## config.mk

```make
export PLATFORM = sky130hd
export DESIGN_NAME = profile_dump_engine_flat
export DESIGN_NICKNAME = d
export VERILOG_FILES = /design/src/rtl/profile_dump_engine_if.sv /design/src/rtl/profile_dump_engine.sv /design/src/flat_wrapper.sv
export SDC_FILE = /design/constraint.sdc
export NUM_CORES = 1
export LEC_CHECK = 0
export ABC_CLOCK_PERIOD_IN_PS = 4190
export CORE_ASPECT_RATIO = 2
export CORE_MARGIN = 10
export CORE_UTILIZATION = 35
export DETAILED_ROUTE_END_ITERATION = 10
export PLACE_DENSITY = 0.73
export SLEW_MARGIN = 20
export SYNTH_ARGS = -nofsm -noshare
export SYNTH_HDL_FRONTEND = slang
export SYNTH_SLANG_ARGS = --single-unit
```

## constraint.sdc

```tcl
create_clock -name clock -period 4.19 [get_ports clock]
set_input_delay 1.257 -clock clock [delete_from_list [all_inputs] [get_ports clock]]
set_output_delay 1.257 -clock clock [all_outputs]
set_load 0.1 [all_outputs]
```

## src/rtl/profile_dump_engine_if.sv

```systemverilog
// Bus bundle for the profiling dump engine.
// Carries the dump request/status strobes, the SPSR arbitration and access path,
// and the 32-bit valid/ready output stream.
// Modports:
//   master - the dump engine (drives SPSR requests, writes and the stream)
//   slave  - the environment (arbiter, SPSR register file, stream sink)
interface profile_dump_if;
  logic        dumpRequest;
  logic        spsrRequest;
  logic        spsrGrant;
  logic        weSpsr;
  logic [15:0] spsrWriteIndex;
  logic [31:0] dataFromCore;
  logic [15:0] spsrReadIndex;
  logic [31:0] dataToCore;
  logic        outValid;
  logic        outReady;
  logic [31:0] outData;
  logic [4:0]  outOffset;
  logic        outLast;
  logic        busy;
  logic        dumpDone;
  logic        requestDropped;

  modport master (
    input  dumpRequest, spsrGrant, dataToCore, outReady,
    output spsrRequest, weSpsr, spsrWriteIndex, dataFromCore, spsrReadIndex,
           outValid, outData, outOffset, outLast, busy, dumpDone, requestDropped
  );

  modport slave (
    output dumpRequest, spsrGrant, dataToCore, outReady,
    input  spsrRequest, weSpsr, spsrWriteIndex, dataFromCore, spsrReadIndex,
           outValid, outData, outOffset, outLast, busy, dumpDone, requestDropped
  );
endinterface

```

## src/rtl/profile_dump_engine.sv

```systemverilog
// Profiling counter dump engine.
// On a dump request it takes the SPSR path through the arbiter, reads the
// profiling status word, optionally pauses the counters, reads every word from
// FIRST_OFFSET to LAST_OFFSET and streams them out on a valid/ready channel,
// then restores the original control bits.
// Ports:
//   clock, reset - system clock, synchronous active-high reset
//   bus          - profile_dump_if.master: request/grant, SPSR read/write path,
//                  output stream and status (busy, dumpDone, requestDropped)
module profile_dump_engine #(
  parameter logic [15:0] BASE_INDEX        = 16'hF800,
  parameter logic [4:0]  FIRST_OFFSET      = 5'd0,
  parameter logic [4:0]  LAST_OFFSET       = 5'd28,
  parameter bit          PAUSE_DURING_DUMP = 1'b1
) (
  input logic           clock,
  input logic           reset,
  profile_dump_if.master bus
);

  typedef enum logic [2:0] {
    S_IDLE, S_ARB, S_STATUS, S_PAUSE, S_READ, S_EMIT, S_RESTORE, S_DONE
  } state_t;

  state_t      r_state;
  logic [4:0]  r_offset;
  logic        r_saved_enable;
  logic        r_saved_pause;
  logic        r_pause_applied;
  logic        r_spsr_request;
  logic        r_we;
  logic [31:0] r_write_data;
  logic [15:0] r_read_index;
  logic        r_out_valid;
  logic [31:0] r_out_data;
  logic [4:0]  r_out_offset;
  logic        r_out_last;
  logic        r_busy;
  logic        r_dump_done;
  logic        r_request_dropped;

  wire w_grant  = bus.spsrGrant;
  wire w_accept = r_out_valid & bus.outReady;

  function automatic logic [15:0] read_index(input logic [4:0] off);
    return BASE_INDEX + {11'd0, off};
  endfunction

  // Sequencer: arbitration, status capture, pause/restore writes and the word stream.
  always_ff @(posedge clock) begin
    if (reset) begin
      r_state           <= S_IDLE;
      r_offset          <= FIRST_OFFSET;
      r_saved_enable    <= 1'b0;
      r_saved_pause     <= 1'b0;
      r_pause_applied   <= 1'b0;
      r_spsr_request    <= 1'b0;
      r_we              <= 1'b0;
      r_write_data      <= 32'd0;
      r_read_index      <= BASE_INDEX;
      r_out_valid       <= 1'b0;
      r_out_data        <= 32'd0;
      r_out_offset      <= 5'd0;
      r_out_last        <= 1'b0;
      r_busy            <= 1'b0;
      r_dump_done       <= 1'b0;
      r_request_dropped <= 1'b0;
    end else begin
      r_dump_done <= 1'b0;
      if (bus.dumpRequest && (r_state != S_IDLE)) begin
        r_request_dropped <= 1'b1;
      end
      case (r_state)
        S_IDLE: begin
          if (bus.dumpRequest) begin
            r_state           <= S_ARB;
            r_busy            <= 1'b1;
            r_spsr_request    <= 1'b1;
            r_request_dropped <= 1'b0;
          end
        end
        S_ARB: begin
          if (w_grant) begin
            r_read_index <= BASE_INDEX;
            r_state      <= S_STATUS;
          end
        end
        S_STATUS: begin
          if (w_grant) begin
            r_saved_enable <= bus.dataToCore[9];
            r_saved_pause  <= bus.dataToCore[10];
            r_offset       <= FIRST_OFFSET;
            r_read_index   <= read_index(FIRST_OFFSET);
            if (PAUSE_DURING_DUMP && bus.dataToCore[9] && !bus.dataToCore[10]) begin
              // Enable stays 1 in the pause write so the counters are not cleared.
              r_we            <= 1'b1;
              r_write_data    <= {21'd0, 1'b1, 1'b1, 9'd0};
              r_pause_applied <= 1'b1;
              r_state         <= S_PAUSE;
            end else begin
              r_pause_applied <= 1'b0;
              r_state         <= S_READ;
            end
          end
        end
        S_PAUSE: begin
          if (w_grant) begin
            r_we    <= 1'b0;
            r_state <= S_READ;
          end
        end
        S_READ: begin
          // Read index was set on entry, so dataToCore has settled for this offset.
          if (w_grant) begin
            r_out_data   <= bus.dataToCore;
            r_out_valid  <= 1'b1;
            r_out_offset <= r_offset;
            r_out_last   <= (r_offset == LAST_OFFSET);
            r_state      <= S_EMIT;
          end
        end
        S_EMIT: begin
          // The word is already captured, so the sink may take it even while the
          // grant is withdrawn; the next SPSR step then waits for the grant.
          if (w_accept) begin
            r_out_valid <= 1'b0;
            if (r_out_last) begin
              if (r_pause_applied) begin
                r_we         <= 1'b1;
                r_write_data <= {21'd0, r_saved_pause, r_saved_enable, 9'd0};
                r_state      <= S_RESTORE;
              end else begin
                r_dump_done    <= 1'b1;
                r_spsr_request <= 1'b0;
                r_busy         <= 1'b0;
                r_state        <= S_DONE;
              end
            end else begin
              r_offset     <= r_offset + 5'd1;
              r_read_index <= read_index(r_offset + 5'd1);
              r_state      <= S_READ;
            end
          end
        end
        S_RESTORE: begin
          if (w_grant) begin
            r_we           <= 1'b0;
            r_dump_done    <= 1'b1;
            r_spsr_request <= 1'b0;
            r_busy         <= 1'b0;
            r_state        <= S_DONE;
          end
        end
        S_DONE: begin
          r_state <= S_IDLE;
        end
        default: begin
          r_state <= S_IDLE;
        end
      endcase
    end
  end

  // The write strobe is qualified by the grant so a withdrawn grant can never
  // see a write, even in the cycle the arbiter pulls it.
  assign bus.weSpsr         = r_we & w_grant;
  // Only the control/status word is ever written.
  assign bus.spsrWriteIndex = BASE_INDEX;
  assign bus.dataFromCore   = r_write_data;
  assign bus.spsrReadIndex  = r_read_index;
  assign bus.spsrRequest    = r_spsr_request;
  assign bus.outValid       = r_out_valid;
  assign bus.outData        = r_out_data;
  assign bus.outOffset      = r_out_offset;
  assign bus.outLast        = r_out_last;
  assign bus.busy           = r_busy;
  assign bus.dumpDone       = r_dump_done;
  assign bus.requestDropped = r_request_dropped;

endmodule

```

## src/flat_wrapper.sv

```systemverilog
// flat-port wrapper written by rule: the top's interface ports become plain ports
module profile_dump_engine_flat 
#(
  parameter logic [15:0] BASE_INDEX        = 16'hF800,
  parameter logic [4:0]  FIRST_OFFSET      = 5'd0,
  parameter logic [4:0]  LAST_OFFSET       = 5'd28,
  parameter bit          PAUSE_DURING_DUMP = 1'b1
)
  (clock, reset, bus_dumpRequest, bus_spsrGrant, bus_dataToCore, bus_outReady, bus_spsrRequest, bus_weSpsr, bus_spsrWriteIndex, bus_dataFromCore, bus_spsrReadIndex, bus_outValid, bus_outData, bus_outOffset, bus_outLast, bus_busy, bus_dumpDone, bus_requestDropped);
  profile_dump_if bus_i ();
  input logic clock;
  input logic reset;
  input wire logic [$bits(bus_i.dumpRequest)-1:0] bus_dumpRequest;
  input wire logic [$bits(bus_i.spsrGrant)-1:0] bus_spsrGrant;
  input wire logic [$bits(bus_i.dataToCore)-1:0] bus_dataToCore;
  input wire logic [$bits(bus_i.outReady)-1:0] bus_outReady;
  output wire logic [$bits(bus_i.spsrRequest)-1:0] bus_spsrRequest;
  output wire logic [$bits(bus_i.weSpsr)-1:0] bus_weSpsr;
  output wire logic [$bits(bus_i.spsrWriteIndex)-1:0] bus_spsrWriteIndex;
  output wire logic [$bits(bus_i.dataFromCore)-1:0] bus_dataFromCore;
  output wire logic [$bits(bus_i.spsrReadIndex)-1:0] bus_spsrReadIndex;
  output wire logic [$bits(bus_i.outValid)-1:0] bus_outValid;
  output wire logic [$bits(bus_i.outData)-1:0] bus_outData;
  output wire logic [$bits(bus_i.outOffset)-1:0] bus_outOffset;
  output wire logic [$bits(bus_i.outLast)-1:0] bus_outLast;
  output wire logic [$bits(bus_i.busy)-1:0] bus_busy;
  output wire logic [$bits(bus_i.dumpDone)-1:0] bus_dumpDone;
  output wire logic [$bits(bus_i.requestDropped)-1:0] bus_requestDropped;
  assign bus_i.dumpRequest = bus_dumpRequest;
  assign bus_i.spsrGrant = bus_spsrGrant;
  assign bus_i.dataToCore = bus_dataToCore;
  assign bus_i.outReady = bus_outReady;
  assign bus_spsrRequest = bus_i.spsrRequest;
  assign bus_weSpsr = bus_i.weSpsr;
  assign bus_spsrWriteIndex = bus_i.spsrWriteIndex;
  assign bus_dataFromCore = bus_i.dataFromCore;
  assign bus_spsrReadIndex = bus_i.spsrReadIndex;
  assign bus_outValid = bus_i.outValid;
  assign bus_outData = bus_i.outData;
  assign bus_outOffset = bus_i.outOffset;
  assign bus_outLast = bus_i.outLast;
  assign bus_busy = bus_i.busy;
  assign bus_dumpDone = bus_i.dumpDone;
  assign bus_requestDropped = bus_i.requestDropped;
  profile_dump_engine #(.BASE_INDEX(BASE_INDEX), .FIRST_OFFSET(FIRST_OFFSET), .LAST_OFFSET(LAST_OFFSET), .PAUSE_DURING_DUMP(PAUSE_DURING_DUMP)) u_core (.clock(clock), .reset(reset), .bus(bus_i));
endmodule
```

==> results.json, run 1 <==
{
  "status": "completed",
  "clock_sinks": 61,
  "coreArea_sq_um": 8290,
  "critPathMaxFanout": 10,
  "drtPass1Iterations": 4,
  "start_util": 0.357,
  "setup.worst_path.start_class": "primary input",
  "grt_max_degree": 65,
  "p_int_mw": 1.40,
  "track_usage": 0.123,
  "min_period_ns": 3.59,
  "path_clk_slew_ns": 0.05,
  "cts_buffer_depth": 2,
  "async_reset_ff_frac": 0,
  "cts_tree": "done",
  "ctsHtreeMaxLevel": 3,
  "antenna_found_initial": 0,
  "worst_pin_slew_ns": 1.02,
  "finalClockSkew_ns": 0.00449,
  "drtAntennaViolNets": 0,
  "path_class": "in2out",
  "drt_wl_total_um": 7940,
  "synth_cell_types": 47,
  "overflow": 0,
  "io_buffers": 87,
  "min-delay-path-class": "reg2reg",
  "cts_setup_buffers": 0,
  "layout-drive-gt1-share": 0.0558,
  "cts_buffers": 9,
  "slew_headroom": 0.316,
  "grt_pass1_vias": 2636,
  "hold_viol": 0,
  "io_pins": 145,
  "pwr-share-seq": 0.305,
  "grt_pass1_wl_um": 12800,
  "power_frac_clock": 0.393,
  "cts-root-buf": "clkbuf_16",
  "switchingPower_mw": 0.829,
  "via_count": 2525,
  "dpl.hpwl_um": 6000,
  "syn_inst": 367,
  "final_common_cell": "nand2_1",
  "wire_per_inst_um": 14.5,
  "die_w_um": 85.0,
  "syn_avg_cell_area_sq_um": 8.06,
  "place_congestion": 0.801,
  "finalSetupViolations": 0,
  "fin_nets": 482,
  "fin_crit_sh": 0.858,
  "synth_seq_cells": 61,
  "ir_drop_v": 0.000231,
  "cp.arrival_ns": 2.34,
  "power_leakage_nw": 1.47,
  "die-area_sq_um": 12700,
  "p_sw_frac": 0.372,
  "synth_enable_flop_cells": 0,
  "max_cap_viol_count": 0,
  "rsz0062_at_grt": "false",
  "end_kind": "primary output",
  "fin_tns_setup_ns": 0,
  "die_h_um": 150,
  "layout_common_cells": "nand2_1, clkdlybuf4s50_1, dfxtp_1, conb_1, a21oi_1",
  "insertion_delay_ns": 0.33,
  "vias_per_cell": 4.62,
  "combPwrFrac": 0.302,
  "yosysWarnings": 0,
  "drc": 0,
  "synthTopCellsByArea": "dfxtp_1, buf_4, nand2_1",
  "yosys.area.top_type": "dfxtp_1",
  "fmax_mhz": 278,
  "finalMaxSlewViolations": 0,
  "power.density_nw_per_um2": 555,
  "area.growth.synth_to_final_pct": 35.8,
  "num_rows": 47,
  "netlist_area_sq_um": 2960,
  "synth_top_area_frac": 0.413,
  "synth_ff_type": "dfxtp_1",
  "power.total_mw": 2.23,
  "num_antenna_cells": 0,
  "drt_iter0_drc": 159,
  "synth_seq_area_share": 0.413,
  "postCtsHoldBufs": 0,
  "cts_resized": 0,
  "crit_required_ns": 2.93
}
[power groups by stage]
stage / registers, mW / clock network [mW] / logic (mW)
after floorplan: 0.791 / 0 / 0.500
after global placement: 0.687 / 0 / 0.667
after detailed placement: 0.689 / 0 / 0.673
after CTS: 0.677 / 0.896 / 0.674
after global routing: 0.687 / 0.924 / 0.707
final: 0.679 / 0.876 / 0.674
[area by class of cell]
class	instances	area [sq um]
well taps	98	123
flip-flops and latches	61	1220
inverters	3	11.3
clock buffers	13	270
multi-input cells	278	1390
fillers	820	4280
clock inverters	3	90.1
repair buffers	90	913
[logic make-up after synthesis]
family / synth area share
other: 0.00254
AOI/OAI and AO/OA: 0.142
and+or+nand+nor: 0.221
DFF: 0.413
buffers and inverters: 0.188
adders and majority gates: 0.00846
xor gates and xnor gates: 0.0119
muxes: 0.0135
[metrics by stage]
step                hold WS (ns)  cell area (sq um)  cells  setup WS [ns]   util
floorplan                  0.449               3160    422          0.763      -
global placement           0.441               3650    530          0.643  0.440
detailed placement         0.447               3650    530          0.601  0.440
CTS                        0.454               4010    546          0.604  0.484
global route               0.475               4020    546          0.531  0.484
finish                     0.453               4020    546          0.597  0.484
[synth_stat cells, types with 2 or more instances]
cell type	n
nand2_1	96
dfxtp_1	61
buf_4	60
a21oi_1	51
clkbuf_1	10
buf_2	9
nor2_1	7
nand2b_1	6
nor3_1	6
mux2i_1	4
nand3b_1	4
o21ai_0	4
a31oi_1	3
and3b_1	3
inv_1	3
xnor2_1	3
conb_1	2
ha_1	2
nand3_1	2
nor2b_1	2
nor4_1	2
nor4b_1	2
[worst paths after layout]
kind | from | endpoint | slack [ns] | cells past startpoint
min | u_core.bus.outOffset[3]$_SDFFE_PP0P_ | u_core.bus.outOffset[3]$_SDFFE_PP0P_ | 0.45 | 2
min reg2reg | u_core.bus.outOffset[3]$_SDFFE_PP0P_ | u_core.bus.outOffset[3]$_SDFFE_PP0P_ | 0.45 | 2
max reg2reg | u_core.r_state[2]$_SDFFE_PP0P_ | u_core.r_offset[2]$_SDFFE_PP0P_ | 2.28 | 4
max | bus_spsrGrant | bus_weSpsr | 0.60 | 3
[worst max-delay path, cell delays in order]
cell	delay (ns)
clkdlybuf4s50_1	0.67
and2_1	0.23
buf_12	0.18
[layer usage]
layer  share of wire  routed length (um)  global-route usage
met5               0                   0                   0
met4           0.027                 215              0.0720
met3            0.12                 943              0.0680
met2            0.50                3970               0.213
met1            0.35                2810               0.109
[state kept, by name, summed over array words and instances, names as in the netlist, named ones only]
signal                    flops
u_core.r_we                   1
u_core.r_offset               5
u_core.r_saved_enable         1
u_core.bus.dataFromCore       2
u_core.bus.outValid           1
u_core.bus.busy               1
u_core.bus.outData           32
u_core.bus.outLast            1
u_core.bus.spsrReadIndex      5
u_core.r_pause_applied        1
u_core.r_state                3
u_core.bus.outOffset          5
u_core.bus.dumpDone           1
u_core.r_saved_pause          1
(Power assumes the default switching activity.)
==> run 2, diff against run 1 <==
--- a/config.mk
+++ b/config.mk
@@ -8,9 +8,10 @@
 export ABC_CLOCK_PERIOD_IN_PS = 4190
 export CORE_ASPECT_RATIO = 2
 export CORE_MARGIN = 10
-export CORE_UTILIZATION = 35
+export CORE_UTILIZATION = 45
+export CTS_BUF_LIST = sky130_fd_sc_hd__clkbuf_8
 export DETAILED_ROUTE_END_ITERATION = 10
-export PLACE_DENSITY = 0.73
+export PLACE_DENSITY = 0.9
 export SLEW_MARGIN = 20
 export SYNTH_ARGS = -nofsm -noshare
 export SYNTH_HDL_FRONTEND = slang
==> run 2 against run 1 <==
Via count increased by 0.91%. Power down 13%. Critical path depth did not move. Sequential power hardly changed. Highest routed layer unchanged. Die area shrank 18%. Non-clock buffer count is the same. Register-to-register slack worse by 0.05 ns. Final area fell by 3.9%. Sequential cell count did not move. Count of clock-buffer cells in the layout is 2 lower.
==> results.json, run 2 (same netlist as run 1, synthesis figures left out) <==
{
  "status": "completed",
  "hold-path-endpoint": "u_core.bus.outData[28]$_SDFFE_PP0P_",
  "coreArea_sq_um": 6360,
  "end_kind": "primary output",
  "critPathMaxFanout": 10,
  "fin_tns_setup_ns": 0,
  "drtAntennaViolNets": 0,
  "crit_required_ns": 2.93,
  "setup_slack_ns": 0.626,
  "vias_per_cell": 4.77,
  "worst_pin_slew_ns": 1.02,
  "hp-start": "u_core.bus.outData[28]$_SDFFE_PP0P_",
  "place_ws_ns": 0.625,
  "cts_setup_buffers": 0,
  "timing.rr.end": "u_core.bus.outData[17]$_SDFFE_PP0P_",
  "ctsHtreeMaxLevel": 3,
  "die-area_sq_um": 10400,
  "finalClockSkew_ns": 0.00492,
  "clock_sinks": 61,
  "r2r-start": "u_core.r_state[2]$_SDFFE_PP0P_",
  "via_count": 2548,
  "io_buffers": 87,
  "track_usage": 0.146,
  "fin_crit_sh": 0.851,
  "antenna_found_initial": 0,
  "final_common_cell": "nand2_1",
  "layout_common_cells": "nand2_1, clkdlybuf4s50_1, dfxtp_1, conb_1, a21oi_1",
  "ir_drop_v": 0.000270,
  "rsz0062_at_grt": "false",
  "drt_iter0_drc": 110,
  "worst_r2r_path_depth": 4,
  "grt_pass1_vias": 2561,
  "hold_viol": 0,
  "cts_buffers": 9,
  "postCtsHoldBufs": 0,
  "slew_headroom": 0.316,
  "drt_wl_total_um": 7870,
  "power.density_nw_per_um2": 500,
  "overflow": 0,
  "design_area_sq_um": 3860,
  "wire_per_inst_um": 14.7,
  "multiInputGateArea_sq_um": 1390,
  "fin_util": 0.607,
  "area.growth.synth_to_final_pct": 30.6,
  "register_area_sq_um": 1220,
  "finalSetupViolations": 0,
  "io_pins": 145,
  "grt_max_degree": 45,
  "drtPass1Iterations": 4,
  "placed_area_sq_um": 3630,
  "min_period_ns": 3.56,
  "cts_resized": 0,
  "start_util": 0.465,
  "path_clk_slew_ns": 0.06,
  "drc": 0,
  "die_h_um": 135,
  "place_congestion": 0.799,
  "worst_hold_path.num_cells": 2,
  "nFillCells": 549,
  "fmax_mhz": 281,
  "path_class": "in2out",
  "dpl.hpwl_um": 5970,
  "cts_buffer_depth": 2,
  "setup.worst_path.start_class": "primary input",
  "cts-root-buf": "clkbuf_8",
  "layout-drive-gt1-share": 0.0580,
  "fin_nets": 482,
  "cts_tree": "done",
  "num_antenna_cells": 0,
  "power_leakage_nw": 1.42,
  "max_cap_viol_count": 0,
  "num_rows": 41,
  "reg2reg_slack_ns": 2.23,
  "cp.arrival_ns": 2.31,
  "largest_reg_flops": 32,
  "grt_pass1_wl_um": 12400,
  "die_w_um": 77.3,
  "finalMaxSlewViolations": 0,
  "min-delay-path-class": "reg2reg",
  "whs_ns": 0.451,
  "insertion_delay_ns": 0.34
}
## run 2: cell count changes in the layout (fill, tap and decap cells not counted), sizes merged
cell and delta:
inv +1, buf +1, clkinv +2, clkdlybuf4s50 -1, clkbuf -2, bufinv -1
## run 2: worst max path at each step
stage | start | depth (start not counted) | to
2_1_floorplan | bus_spsrGrant | 2 | bus_weSpsr
3_3_place_gp | bus_spsrGrant | 3 | bus_weSpsr
3_5_place_dp | bus_spsrGrant | 3 | bus_weSpsr
4_1_cts | bus_spsrGrant | 3 | bus_weSpsr
5_1_grt | bus_spsrGrant | 3 | bus_weSpsr
6_report | bus_spsrGrant | 3 | bus_weSpsr
## run 2: routing by layer
| layer | vias up | wire length, um | GRT usage |
|---|---|---|---|
| met1 | 1167 | 2900 | 0.137 |
| li1 | 1255 | - | - |
| met3 | 18 | 733 | 0.0612 |
| met2 | 108 | 3980 | 0.257 |
| met5 | - | 0 | 0 |
| met4 | 0 | 245 | 0.0867 |
## run 2: layout make-up
class | instances | share of cell area
multi-input cells | 278 | 0.359
well taps | 86 | 0.0279
inverters | 3 | 0.00292
repair buffers | 90 | 0.235
flip-flops and latches | 61 | 0.316
clock inverters | 5 | 0.0191
clock buffers | 11 | 0.0392
## run 2: through the flow
stage	power (mW)	cells
2_1_floorplan	1.29	422
3_3_place_gp	1.34	518
3_5_place_dp	1.36	518
4_1_cts	1.94	534
5_1_grt	2.01	534
6_report	1.93	534
## run 2: critical path: stages
cell	delay (ns)
clkdlybuf4s50_1	0.64
and2_1	0.22
buf_12	0.18
## run 2: power by group
group,internal (mW),switching (mW)
combinational,0.154,0.517
clock,0.363,0.220
sequential,0.614,0.0627
total,1.13,0.799
